--- config.mk ---
export PLATFORM = sky130hd
export DESIGN_NAME = regfile_scanner
export DESIGN_NICKNAME = d
export VERILOG_FILES = /design/src/rtl/regfile_scanner.sv
export SDC_FILE = /design/constraint.sdc
export NUM_CORES = 1
export LEC_CHECK = 0
export BUFFER_PORTS_ARGS = -buffer_cell sky130_fd_sc_hd__buf_2
export CORE_MARGIN = 1
export CORE_UTILIZATION = 50
export DETAILED_ROUTE_END_ITERATION = 16
export PLACE_DENSITY = 0.89
export RECOVER_POWER = 25
export REMOVE_ABC_BUFFERS = 1
export SLEW_MARGIN = 20
export SYNTH_ARGS = -nofsm -noshare
export SYNTH_HDL_FRONTEND = slang
export SYNTH_SLANG_ARGS = --single-unit
--- constraint.sdc ---
create_clock -name clk_i -period 2.26 [get_ports clk_i]
set_input_delay 0.452 -clock clk_i [delete_from_list [all_inputs] [get_ports clk_i]]
set_output_delay 0.452 -clock clk_i [all_outputs]
set_load 0.02 [all_outputs]
--- src/rtl/regfile_scanner.sv ---
// Read-side sequencer: walks the register file's registered read port over a masked
// subset of registers and streams each value out on a valid/ready beat.
module regfile_scanner #(
  parameter int NUM_REGS = 8,
  parameter int SEL_W    = 3,
  parameter int DATA_W   = 16
) (
  input  logic                clk_i,
  input  logic                reset_i,
  input  logic                start_i,
  input  logic                abort_i,
  input  logic [NUM_REGS-1:0] reg_mask_i,
  output logic [SEL_W-1:0]    rd_sel_o,
  input  logic [DATA_W-1:0]   rd_data_i,
  output logic [DATA_W-1:0]   out_data_o,
  output logic [SEL_W-1:0]    out_idx_o,
  output logic                out_valid_o,
  input  logic                out_ready_i,
  output logic                busy_o,
  output logic                done_o
);

  typedef enum logic [2:0] {
    S_IDLE,
    S_ISSUE,
    S_WAIT,
    S_PRESENT,
    S_DONE
  } state_e;

  state_e              state_q, state_d;
  logic [NUM_REGS-1:0] mask_q, mask_d;
  logic [SEL_W-1:0]    idx_q, idx_d;
  logic [SEL_W-1:0]    rd_sel_q, rd_sel_d;
  logic [DATA_W-1:0]   out_data_q, out_data_d;
  logic [SEL_W-1:0]    out_idx_q, out_idx_d;
  logic [NUM_REGS-1:0] mask_rem;

  function automatic logic [SEL_W-1:0] lowest_set(input logic [NUM_REGS-1:0] m);
    logic [SEL_W-1:0] r;
    r = '0;
    for (int i = NUM_REGS - 1; i >= 0; i--) begin
      if (m[i]) r = SEL_W'(i);
    end
    return r;
  endfunction

  // Lower bits are already cleared, so the next set bit is the lowest remaining one.
  always_comb begin
    mask_rem = mask_q & ~(NUM_REGS'(1) << idx_q);
  end

  always_comb begin
    state_d    = state_q;
    mask_d     = mask_q;
    idx_d      = idx_q;
    rd_sel_d   = rd_sel_q;
    out_data_d = out_data_q;
    out_idx_d  = out_idx_q;
    if (abort_i && state_q != S_IDLE) begin
      state_d = S_IDLE;
    end else begin
      case (state_q)
        S_IDLE: begin
          if (start_i && !abort_i) begin
            mask_d = reg_mask_i;
            if (|reg_mask_i) begin
              idx_d    = lowest_set(reg_mask_i);
              rd_sel_d = lowest_set(reg_mask_i);
              state_d  = S_ISSUE;
            end else begin
              state_d = S_DONE;
            end
          end
        end
        S_ISSUE: state_d = S_WAIT;
        S_WAIT: begin
          out_data_d = rd_data_i;
          out_idx_d  = idx_q;
          state_d    = S_PRESENT;
        end
        S_PRESENT: begin
          if (out_ready_i) begin
            mask_d = mask_rem;
            if (|mask_rem) begin
              idx_d    = lowest_set(mask_rem);
              rd_sel_d = lowest_set(mask_rem);
              state_d  = S_ISSUE;
            end else begin
              state_d = S_DONE;
            end
          end
        end
        S_DONE:  state_d = S_IDLE;
        default: state_d = S_IDLE;
      endcase
    end
  end

  always_ff @(posedge clk_i) begin
    if (reset_i) begin
      state_q    <= S_IDLE;
      mask_q     <= '0;
      idx_q      <= '0;
      rd_sel_q   <= '0;
      out_data_q <= '0;
      out_idx_q  <= '0;
    end else begin
      state_q    <= state_d;
      mask_q     <= mask_d;
      idx_q      <= idx_d;
      rd_sel_q   <= rd_sel_d;
      out_data_q <= out_data_d;
      out_idx_q  <= out_idx_d;
    end
  end

  assign rd_sel_o    = rd_sel_q;
  assign out_data_o  = out_data_q;
  assign out_idx_o   = out_idx_q;
  assign out_valid_o = (state_q == S_PRESENT);
  assign busy_o      = (state_q != S_IDLE);
  assign done_o      = (state_q == S_DONE);

endmodule

==> key figures <==
GRT
  – Remaining Overflow, GRT: 0
  – Gr usage total: 25.2%
  – First-pass GRT wire length: around 6.9 mm
  – Vias in the first global route: ~1600
  – Initial antenna violation count: 0
  – Pin count of the biggest net entering global routing: 32

Synth
  – Post-synth ARST share: 0%
  – Synth Area in XOR/XNOR: 0%
  – Synth Area in Compound Gates: between 20 and 30%
  – Synth Instances: about 220
  – Post-synthesis mux area share: less than 1%
  – Unique masters post-synth: 53
  – Synth Flop Type: dfxtp_1
  – Share of the yosys chip area belonging to registers: a little under two fifths
  – Synth Area in Simple Gates: 28.7%
  – Mapped Area: 1730 um^2
  – Post-synth EDFFs: 0
  – Adder and majority gate portion of the synthesized area: 0%
  – Synthesis Warnings: 0
  – Synth Area per Inst: 7.73 um^2
  – Largest family of logic cells by synthesized area: simple AND/OR/NAND/NOR gates
  – #FFs+latches synth: 33

STA
  – Max_slew headroom: about half
  – FMAX: between 400 and 500 MHz
  – Worst slew pin tran: between 0.7 and 0.8 ns
  – Worst Skew: about 0.0036 ns
  – Period Utilization, post-route: a little over nine tenths
  – Post-route setup TNS: 0 ns
  – Endpoints failing setup: 0
  – Final Max Tran Viols: 0
  – Final Hold Fails: 0
  – Final critical-path required period: 2.13 ns
  – RSZ-0062 raised after global routing: no

Clock network
  – CTS Root Cell: clkbuf_4
  – Clock Path Buffers: 2
  – CTS clock-pin slew for the worst setup and hold paths: 0.10 ns
  – Clk_lat worst skew: approximately 0.33 ns
  – # clock sinks: 33
  – Cts bufs inserted: 5
  – H-tree depth: 2
  – CTS tree: done
  – Resized Gates After CTS: 0
  – Hold bufs inserted after CTS: 0
  – Post-CTS setup repair buffer count: 0

Finish
  – Antenna diodes: 0
  – Commonest non-fill, non-tap cell in the layout: nand2_1
  – Most frequent cells in the layout: nand2_1, buf_2, a21oi_1
  – Filler instances: ~320
  – Nets: 305
  – Multi-input gate area: between 900 and 1000 um^2
  – Final instance area: 2070 um^2
  – Register Area: between 600 and 700 um^2
  – Area grow syn2layout: 19.3%
  – Share of cells above drive strength 1: between 20% and 30%

Routing
  – DRC: 0
  – First-pass iteration count of the detailed router: 4
  – DR iter-0 viols: approximately 140
  – DRT antenna net count: 0
  – Via Count: approximately 1800
  – Drt wl/cell: about 13 um
  – Met1 wire length: ~1.9 mm
  – WL met2: 1.80 mm
  – Highest routed layer: met4
  – DR WL met3: about 460 um
  – Drt via density: ~5.7
  – Final WL: between 4 and 5 mm

Worst setup path
  – Crit path cell chain: and2_1 -> nand2_1 -> inv_2 -> buf_2
  – Crit path depth: 4
  – Crit path from: state_q[0]$_SDFFE_PP0P_
  – Worst Setup EP: out_valid_o
  – Worst Path Required: 1.81 ns
  – CP Class: reg -> out
  – Crit path arrival time: about 1.7 ns
  – CP endpoint kind: output port
  – Crit path max-delay family: flip-flops
  – Critical path buffers and inverters: 2
  – CP max-delay cell: dfxtp_1
  – Worst R2R Path Depth: 5
  – Register-to-register setup slack: 0.16 ns
  – RR Endpoint: rd_sel_o[1]$_SDFFE_PP0P_
  – Critical path peak fanout: 10
  – Worst R2R Start: rd_sel_o[2]$_SDFFE_PP0P_
  – Crit-path max cell delay: roughly 0.52 ns
  – CP Launch Type: flip-flop

Outcome
  – Status: completed

Floorplanning
  – Top Ports: 54
  – Die width: 60.9 um
  – Die footprint: ~3700 um^2
  – Chip Height: 60.9 um
  – Standard-cell rows: 21
  – Placeable Area: ~3300 um^2
  – Initial core utilization: approximately half

Placement
  – Placement-stage cell area: a little over 2000 um^2
  – IO Port Bufs: 53
  – HPWL Detailed: a little over 3 mm
  – Final Wtd Congestion: between 0.9 and 1

Hold path
  – Hold path cells: 3
  – Min-delay worst type: in -> reg

Power and ir drop
  – Power Density: ~560 nW/um^2
  – Max VDD drop: approximately 500 uV
  – Leak Pwr: ~0.81 nW

Job
  – Max-cap violations: 0
synthesized netlist by cell type (all sizes together) (2+ instances only):
master,number,area share (%)
or3,3,1.1
a21oi,37,11
clkbuf,7,1.5
o21a,2,0.87
nand3b,2,0.87
or4,2,0.87
a31oi,2,0.72
buf,5,1.8
a311oi,2,1.4
nand2,47,10
o21ai,11,3.8
nand4bb,2,1.3
nor4b,4,2.9
and3,2,0.72
nor2,17,3.8
inv,8,1.7
a211oi,2,1.2
o211a,2,1.2
a22oi,3,1.3
a21o,2,0.87
nor3,7,2.6
dfxtp,33,38
registers in the layout, indices dropped and copies added, names as in the netlist:
name        cells
state_q         3
out_idx_o       3
rd_sel_o        3
out_data_o     16
mask_q          8
worst min-delay path, cell delays in order:
cell	delay, ns
buf_2	0.09
nand2_1	0.04
a21oi_1	0.05
where the power goes:
| group | leakage (nW) | internal, mW | switching, mW | total, mW |
|---|---|---|---|---|
| registers | 0.268 | 0.601 | 0.0393 | 0.641 |
| clock network | 0.0320 | 0.118 | 0.193 | 0.311 |
| logic | 0.514 | 0.0888 | 0.120 | 0.208 |
per-layer routing:
metal	vias to the layer above	global-route usage [%]
li1	905	-
met1	788	32.1
met2	111	38.9
met3	21	6.40
met4	0	13.6
met5	-	0
layout make-up:
type,count,area share (%)
Tap cell,46,2.79
Multi-Input combinational cell,171,47.6
Inverter,8,1.45
Clock inverter,2,0.485
Timing Repair Buffer,57,13.6
Sequential cell,33,32.0
Clock buffer,6,2.00
worst min path at each step:
stage                               startpoint                           to  slack [ns]
finish                           rd_data_i[12]  out_data_o[12]$_SDFFE_PP0P_        0.34
global route                     rd_data_i[12]  out_data_o[12]$_SDFFE_PP0P_        0.32
CTS                              rd_data_i[12]  out_data_o[12]$_SDFFE_PP0P_        0.33
detailed placement  out_data_o[7]$_SDFFE_PP0P_   out_data_o[7]$_SDFFE_PP0P_        0.44
global placement    out_data_o[7]$_SDFFE_PP0P_   out_data_o[7]$_SDFFE_PP0P_        0.44
floorplan               mask_q[5]$_SDFFE_PP0P_       mask_q[5]$_SDFFE_PP0P_        0.45
through the flow:
stage	power (mW)	setup slack (ns)	utilization [%]	hold slack [ns]	cells
after floorplan	0.771	0.360	-	0.454	212
after global placement	0.854	0.357	60.7	0.439	315
final	1.16	0.127	61.9	0.344	323
after detailed placement	0.858	0.264	60.7	0.444	315
after CTS	1.17	0.104	62.3	0.330	323
after global routing	1.24	0.00404	61.9	0.321	323
logic make-up after synthesis:
| kind of cell | Yosys count |
|---|---|
| simple gates | 96 |
| compound gates | 74 |
| flops | 33 |
| buf+inv | 20 |
| mux | 1 |
No activity file was read; power rests on OpenSTA's default activity.
